==> config.mk <==
export PLATFORM = sky130hd
export DESIGN_NAME = mem_port_arbiter
export DESIGN_NICKNAME = d
export VERILOG_FILES = /design/src/rtl/mem_port_arbiter_pkg.sv /design/src/rtl/mem_port_arbiter_rr.sv /design/src/rtl/mem_port_arbiter.sv
export SDC_FILE = /design/constraint.sdc
export NUM_CORES = 1
export LEC_CHECK = 0
export CORE_MARGIN = 8
export CORE_UTILIZATION = 43
export DETAILED_ROUTE_END_ITERATION = 10
export GPL_ROUTABILITY_DRIVEN = 0
export HOLD_SLACK_MARGIN = 0.08
export MAX_ROUTING_LAYER = met4
export PLACE_DENSITY = 0.91
export SKIP_LAST_GASP = 1
export SYNTH_ARGS = -nofsm -noshare
export SYNTH_HDL_FRONTEND = slang
export SYNTH_HIERARCHICAL = 1
export SYNTH_SLANG_ARGS = --single-unit
==> constraint.sdc <==
create_clock -name clk -period 2.05 [get_ports clk]
set_input_delay 0.205 -clock clk [delete_from_list [all_inputs] [get_ports clk]]
set_output_delay 0.205 -clock clk [all_outputs]
set_load 0.01 [all_outputs]
==> src/rtl/mem_port_arbiter_pkg.sv <==
// Shared types and constants for the memory-port arbiter: FSM state encoding
// and the owner encoding used by the grant logic and the owner output.
package mem_port_arbiter_pkg;

    typedef enum logic [1:0] {
        ARB_IDLE   = 2'd0,
        ARB_ACCESS = 2'd1,
        ARB_RESP   = 2'd2
    } arb_state_e;

    localparam logic OWNER_I = 1'b0;
    localparam logic OWNER_D = 1'b1;

endpackage

==> src/rtl/mem_port_arbiter_rr.sv <==
// Combinational 2-way round-robin pick between the I-side and D-side requests.
// On a tie the side that did not own the last grant wins.
module mem_port_arbiter_rr
    import mem_port_arbiter_pkg::*;
(
    input  logic req_i,
    input  logic req_d,
    input  logic last,
    output logic gnt_valid,
    output logic gnt
);

    always_comb begin
        gnt_valid = req_i || req_d;
        if (req_i && req_d) begin
            gnt = (last == OWNER_I) ? OWNER_D : OWNER_I;
        end else begin
            gnt = req_d ? OWNER_D : OWNER_I;
        end
    end

endmodule

==> src/rtl/mem_port_arbiter.sv <==
// Shares one main-memory port between I-side line fills and D-side fills or
// single-word writes; fixed-latency access, captured line, one-cycle done pulse.
module mem_port_arbiter
    import mem_port_arbiter_pkg::*;
#(
    parameter int WORD_SIZE  = 16,
    parameter int LINE_WORDS = 4,
    parameter int LATENCY    = 4
) (
    input  logic                            clk,
    input  logic                            reset_n,
    input  logic                            i_req,
    input  logic [WORD_SIZE-1:0]            i_addr,
    input  logic                            i_cancel,
    output logic                            i_done,
    output logic [LINE_WORDS*WORD_SIZE-1:0] i_line,
    input  logic                            d_req,
    input  logic                            d_we,
    input  logic [WORD_SIZE-1:0]            d_addr,
    input  logic [WORD_SIZE-1:0]            d_wdata,
    output logic                            d_done,
    output logic [LINE_WORDS*WORD_SIZE-1:0] d_line,
    output logic                            mem_read,
    output logic                            mem_write,
    output logic [WORD_SIZE-1:0]            mem_addr,
    output logic [WORD_SIZE-1:0]            mem_wdata,
    input  logic [LINE_WORDS*WORD_SIZE-1:0] mem_rdata,
    output logic                            busy,
    output logic                            owner
);

    localparam int LINE_W = LINE_WORDS * WORD_SIZE;
    localparam int CNT_W  = $clog2(LATENCY) + 1;
    localparam logic [CNT_W-1:0]     CNT_INIT = CNT_W'(LATENCY - 1);
    localparam logic [WORD_SIZE-1:0] OFF_MASK = WORD_SIZE'(LINE_WORDS - 1);

    function automatic logic [WORD_SIZE-1:0] line_base(input logic [WORD_SIZE-1:0] a);
        line_base = a & ~OFF_MASK;
    endfunction

    arb_state_e           state_q, state_d;
    logic [CNT_W-1:0]     cnt_q, cnt_d;
    logic                 last_owner_q, last_owner_d;
    logic                 owner_q, owner_d;
    logic                 we_q, we_d;
    logic                 drop_q, drop_d;
    logic [WORD_SIZE-1:0] addr_q, addr_d;
    logic [WORD_SIZE-1:0] wdata_q, wdata_d;
    logic [LINE_W-1:0]    i_line_q, i_line_d;
    logic [LINE_W-1:0]    d_line_q, d_line_d;

    logic i_valid;
    logic gnt_valid;
    logic gnt;
    logic i_cancel_hit;

    // A cancelled I request never competes for the port.
    assign i_valid = i_req && !i_cancel;

    mem_port_arbiter_rr u_rr (
        .req_i     (i_valid),
        .req_d     (d_req),
        .last      (last_owner_q),
        .gnt_valid (gnt_valid),
        .gnt       (gnt)
    );

    assign i_cancel_hit = i_cancel && (owner_q == OWNER_I);

    always_comb begin
        state_d      = state_q;
        cnt_d        = cnt_q;
        last_owner_d = last_owner_q;
        owner_d      = owner_q;
        we_d         = we_q;
        drop_d       = drop_q;
        addr_d       = addr_q;
        wdata_d      = wdata_q;
        i_line_d     = i_line_q;
        d_line_d     = d_line_q;
        unique case (state_q)
            ARB_IDLE: begin
                drop_d = 1'b0;
                if (gnt_valid) begin
                    owner_d = gnt;
                    cnt_d   = CNT_INIT;
                    state_d = ARB_ACCESS;
                    if (gnt == OWNER_D) begin
                        we_d    = d_we;
                        addr_d  = d_we ? d_addr : line_base(d_addr);
                        wdata_d = d_wdata;
                    end else begin
                        we_d   = 1'b0;
                        addr_d = line_base(i_addr);
                    end
                end
            end
            ARB_ACCESS: begin
                if (i_cancel_hit) begin
                    drop_d = 1'b1;
                end
                cnt_d = cnt_q - CNT_W'(1);
                if (cnt_q == '0) begin
                    cnt_d   = '0;
                    state_d = ARB_RESP;
                    // A fill cancelled up to and including this cycle leaves i_line untouched.
                    if (!we_q) begin
                        if (owner_q == OWNER_D) begin
                            d_line_d = mem_rdata;
                        end else if (!drop_q && !i_cancel_hit) begin
                            i_line_d = mem_rdata;
                        end
                    end
                end
            end
            ARB_RESP: begin
                last_owner_d = owner_q;
                drop_d       = 1'b0;
                state_d      = ARB_IDLE;
            end
            default: begin
                state_d = ARB_IDLE;
            end
        endcase
    end

    always_ff @(posedge clk or negedge reset_n) begin
        if (!reset_n) begin
            state_q      <= ARB_IDLE;
            cnt_q        <= '0;
            last_owner_q <= OWNER_I;
            owner_q      <= OWNER_I;
            we_q         <= 1'b0;
            drop_q       <= 1'b0;
            addr_q       <= '0;
            wdata_q      <= '0;
            i_line_q     <= '0;
            d_line_q     <= '0;
        end else begin
            state_q      <= state_d;
            cnt_q        <= cnt_d;
            last_owner_q <= last_owner_d;
            owner_q      <= owner_d;
            we_q         <= we_d;
            drop_q       <= drop_d;
            addr_q       <= addr_d;
            wdata_q      <= wdata_d;
            i_line_q     <= i_line_d;
            d_line_q     <= d_line_d;
        end
    end

    assign busy      = (state_q != ARB_IDLE);
    assign mem_read  = (state_q == ARB_ACCESS) && !we_q;
    assign mem_write = (state_q == ARB_ACCESS) && we_q;
    assign mem_addr  = addr_q;
    assign mem_wdata = wdata_q;
    assign i_done    = (state_q == ARB_RESP) && (owner_q == OWNER_I) && !drop_q && !i_cancel;
    assign d_done    = (state_q == ARB_RESP) && (owner_q == OWNER_D);
    assign i_line    = i_line_q;
    assign d_line    = d_line_q;
    assign owner     = owner_q;

endmodule

Word level (Yosys, flattened, before mapping)
Index checks and enable logic that the tools add are counted.
W data, S select, Z words.
{"block": "op_classes", "addsub": 1, "eq_ne": 5, "muxes": 14, "n_bitwise": 2, "n_reduce_logical": 28}
{"operator": "$mux W16", "n": 1}
{"operator": "$logic_and A1 B1 Y1", "n": 10}
{"operator": "$reduce_and A2 Y1", "n": 4}
{"operator": "$mux W2", "n": 3}
{"operator": "$mux W3", "n": 2}
{"operator": "$ne A2 B2 Y1 const B", "n": 3}
{"operator": "$pmux W3 S2", "n": 1}
{"operator": "$reduce_bool A2 Y1", "n": 3}
{"operator": "$mux W1", "n": 5}
{"operator": "$reduce_and A5 Y1", "n": 1}
{"operator": "$logic_not A1 Y1", "n": 4}
{"operator": "$pmux W2 S2", "n": 1}
{"operator": "$reduce_and A4 Y1", "n": 1}
{"operator": "$logic_not A3 Y1", "n": 1}
{"operator": "$reduce_and A3 Y1", "n": 1}
{"operator": "$sub A3 B1 Y3 const B", "n": 1}
{"operator": "$eq A2 B1 Y1 const B", "n": 1}
{"operator": "$eq A2 B2 Y1 const B", "n": 1}
{"operator": "$logic_not A2 Y1", "n": 1}
{"operator": "$not A1 Y1", "n": 2}
{"operator": "$pmux W1 S2", "n": 1}
{"operator": "$reduce_or A2 Y1", "n": 1}
{"operator": "$logic_or A1 B1 Y1", "n": 1}
{"block": "totals", "ff_bits": 169, "elab_cells": 60}

Longest topological paths before layout
{"block": "depth", "ltp_word": 5, "depth_mapped": 7, "ltp_nobuf": 5}

Cells and area by module
Netlist, hierarchy kept.
{"module": "mem_port_arbiter", "instances": 1, "cells_per_inst": 419, "area_each_um2": 6962.9}
{"module": "mem_port_arbiter_rr", "instances": 1, "cells_per_inst": 2, "area_each_um2": 13.8}

Least setup slack after synthesis
No wires, ideal clock.
{"block": "synth_path", "kind": "register to register", "from": "register last_owner_q", "to": "register wdata_q[10] (netlist: mem_wdata[10])", "setup_time_ps": 125, "t_arrival_ps": 1634, "required_ps": 1925, "path_slack_ps": 291, "stages_incl_launch_ff": 7, "n_path_buf": 3, "cell_sequence": "dfrtp_1 a21boi_1 clkbuf_1 and2_1 buf_4 buf_4 mux2_2"}
{"block": "synth_between", "elab_chain_len": 3}
{"item": "start: declaration", "line": "mem_port_arbiter.sv:43", "source": "logic last_owner_q, last_owner_d;"}
{"item": "start signal: assignment", "line": "mem_port_arbiter.sv:142", "source": "last_owner_q <= last_owner_d;"}
{"item": "$mux W1", "line": "mem_port_arbiter_rr.sv:16", "source": "gnt = (last == OWNER_I) ? OWNER_D : OWNER_I;"}
{"item": "$mux W1", "line": "mem_port_arbiter_rr.sv:15", "source": "if (req_i && req_d) begin"}
{"item": "named net gnt", "line": "mem_port_arbiter.sv:54", "source": "logic gnt;"}
{"item": "$reduce_and A3 Y1 (no source line)"}
{"item": "end signal: assignment", "line": "mem_port_arbiter.sv:147", "source": "wdata_q <= wdata_d;"}
{"item": "end: declaration", "line": "mem_port_arbiter.sv:48", "source": "logic [WORD_SIZE-1:0] wdata_q, wdata_d;"}
The timed path passes the listed nets, and every way through them passes these cells.
A chain may end at the register's enable or synchronous reset.

Final worst setup path
{"block": "layout_path", "from": "register state_q[0]", "to": "output busy"}
{"block": "layout_between", "elab_chain_len": 1}
{"item": "start: declaration", "line": "mem_port_arbiter.sv:41", "source": "arb_state_e state_q, state_d;"}
{"item": "start signal: assignment", "line": "mem_port_arbiter.sv:140", "source": "state_q <= state_d;"}
{"item": "$reduce_bool A2 Y1", "line": "mem_port_arbiter.sv:153", "source": "assign busy = (state_q != ARB_IDLE);"}
{"item": "end: declaration", "line": "mem_port_arbiter.sv:28", "source": "output logic busy,"}
Every way passes these cells.

==> flow_metrics.py <==
metrics = {
    "run_status": {
        "run_status": "finished, final reports clean",
    },
    "synth": {
        "synth_cells": 421,
        "syn_nets": 539,
        "synth_ff_type": "dfrtp_1",
        "synth-edff-count": 0,
        "synth_area_sq_um": 6977,
        "netlist-cell-type-count": 32,
        "async_flop_share": 1.000,
        "yosys_register_bits": 169,
        "avgSynthCellArea_sq_um": 16.57,
        "seq_area_frac_synth": 0.6062,
        "synth_commonest_cells": "dfrtp_1 (169), mux2_4 (98), mux2_2 (46)",
        "synthTopCellsByArea": "dfrtp_1 (61%), mux2_4 (21%), mux2_2 (7.4%)",
        "yosysTopAreaCell": "dfrtp_1",
        "synth.most_common_cell": "dfrtp_1",
        "yosysWarnings": 6,
        "synth_top_area_frac": 0.6062,
    },
    "sta": {
        "setup_ws_ns": 0.1203,
        "slew_viol_final": 0,
        "hold_ws_ns": 0.2839,
        "fin_skew_ns": 0.008461,
        "final_hold_viol_count": 0,
        "period_share": 0.9413,
        "finalSetupTns_ns": 0,
        "max_slew_margin": 0.6854,
        "grt_setup_unrepaired": "false",
        "fin_crit_ns": 1.930,
        "worst_pin_slew_ns": 0.4693,
        "max_freq_ghz": 0.5182,
        "setup_viol": 0,
    },
    "cts": {
        "cts_root_buffer": "clkbuf_16",
        "postCtsSetupBuffers": 0,
        "clk_latency_ns": 0.42,
        "path_clk_slew_ns": 0.07,
        "clock-sinks": 169,
        "cts_tree": "done",
        "ctsHtreeMaxLevel": 4,
        "numCtsBuffers": 17,
        "cts.path.max_buffers": 2,
    },
    "placed_design": {
        "dp_hpwl_um": 14670,
        "dp_slack_ns": 0.0008840,
        "portBuffers": 281,
    },
    "detailed_routing": {
        "wl_um": 19660,
        "drt_iter0_markers": 230,
        "route.antenna.remaining_nets": 0,
        "drc": 0,
        "routed_via_density": 4.906,
        "dr.pass1.iters": 4,
        "routed-via-count": 4626,
        "avgRoutedWirePerCell_um": 20.85,
    },
    "layout": {
        "drive_above_1_share": 0.2696,
        "syn2layout_area_growth_pct": 52.60,
        "fin_util": 0.6702,
        "fillers": 1105,
        "layout.nets": 832,
        "n_antenna_cell": 0,
    },
    "floorplanning": {
        "dieHeight_um": 143.4,
        "io_pins": 284,
        "rows": 46,
        "start_util": 0.4392,
        "die-area_sq_um": 20560,
        "core_sq_um": 15890,
        "die_x_um": 143.4,
    },
    "critical_path": {
        "path_cells": "buf_4 > nor2_1 > inv_1 > clkdlybuf4s50_1",
        "crit_arrival_ns": 1.72,
        "path_class": "reg2out",
        "endpoint_kind": "output pin",
        "path_max_fanout": 6,
        "worstPathRequired_ns": 1.85,
        "start_kind": "register",
        "max_stage_delay_ns": 0.50,
        "crit_slowest_cell": "clkdlybuf4s50_1",
    },
    "power_and_ir_drop": {
        "p_leak_nw": 4.861,
        "p_total_mw": 17.07,
        "power_density_nw_per_um2": 1603,
        "peakVddDrop_mv": 0.8581,
    },
    "grt": {
        "grt_overflow": 0,
        "grt_first_pass_wirelength_um": 29800,
        "grt_max_degree": 72,
        "grt_pass1_vias": 5214,
        "antenna_found_initial": 0,
        "grt_usage": 0.1958,
    },
    "run": {
        "max_cap_viol_count": 0,
    },
    "hold_path": {
        "min_path_type": "in2async",
    },
}
-- through the flow --
step           cells  cell area, sq um
2_1_floorplan    421              6977
3_3_place_gp     910             10060
3_5_place_dp     910             10060
4_1_cts          943             10650
5_1_grt          943             10650
6_report         943             10650
-- final timing paths --
path                            slack, ns                       to              startpoint  depth (start not counted)
worst max-delay path                 0.12                     busy  state_q[0]$_DFFE_PN0P_                          4
worst min-delay path                 0.28   d_line[25]$_DFFE_PN0P_                 reset_n                          2
worst max register to register       0.13   d_line[44]$_DFFE_PN0P_    cnt_q[1]$_DFFE_PN0P_                          4
worst min register to register       0.50    d_line[0]$_DFFE_PN0P_   d_line[0]$_DFFE_PN0P_                          1
max in group asynchronous            1.07   d_line[52]$_DFFE_PN0P_                 reset_n                          3
min in group clk                     0.40  mem_addr[0]$_DFFE_PN0P_               d_addr[0]                          3
-- power breakdown --
group          internal, mW  switching, mW  leakage (nW)
Combinational          5.01           2.90          2.57
Clock                  1.81           1.35         0.267
Sequential             4.98           1.02          2.02
-- area by class of cell --
type	instances	area [sq um]	area share
clock inverter	13	142.6	0.01340
sequential	169	4229	0.3972
timing repair buffer	295	3004	0.2822
inverter	5	18.77	0.001763
tap	216	270.3	0.02538
clock buffer	19	432.9	0.04066
multi-input combinational	226	2549	0.2394
-- per-layer routing --
layer / up-vias / part of all wire / track usage
met3: 29 / 0.065 / 0.05474
li1: 2071 / - / -
met1: 2349 / 0.38 / 0.2101
met4: 0 / 0.021 / 0.07028
met2: 177 / 0.53 / 0.3413
met5: - / 0 / -
-- worst max-delay path: cells and delay by family, from the launching register on --
family                 cells  cell delay (ns)
and+or+nand+nor            1             0.16
buffers and inverters      3             0.74
DFF                        1             0.42
-- registers in the layout, indices dropped and copies added (netlist names) --
register / cells
cnt_q: 3
d_line: 64
drop_q: 1
i_line: 64
last_owner_q: 1
mem_addr: 16
mem_wdata: 16
owner: 1
state_q: 2
we_q: 1
-- logic make-up (layout without fill, tap and decap cells) --
kind of cell	Yosys count	in the layout	share of synthesized area
AND/OR/NAND/NOR	39	39	0.03354
buffers and inverters	26	332	0.03031
flip-flops	169	169	0.6062
multiplexers	159	159	0.3067
AO/OA/AOI/OAI	28	28	0.02331
-- layout by cell type, fill, tap and decap left out, drive strengths merged, types with 2 or more instances in the layout --
master and count:
a21o 2, a21oi 15, and2 3, buf 14, bufinv 2, clkbuf 19
clkdlybuf4s50 276, clkinv 2, clkinvlp 5, dfrtp 169, dlygate4sd2 4, inv 9
mux2 144, mux2i 15, nand3 3, nand4 2, nor2 20, nor2b 3
nor3 2, nor3b 2, o21a 2, o21ai 4
-- timing repair --
item | in CTS | in global routing
endpoints found under the hold margin | 41 | 0
resized for setup | 6 | 0
hold buffers | 1 | 0
endpoints found under the setup margin | 4 | 0
Note: power is estimated with default switching activity, not from simulation.
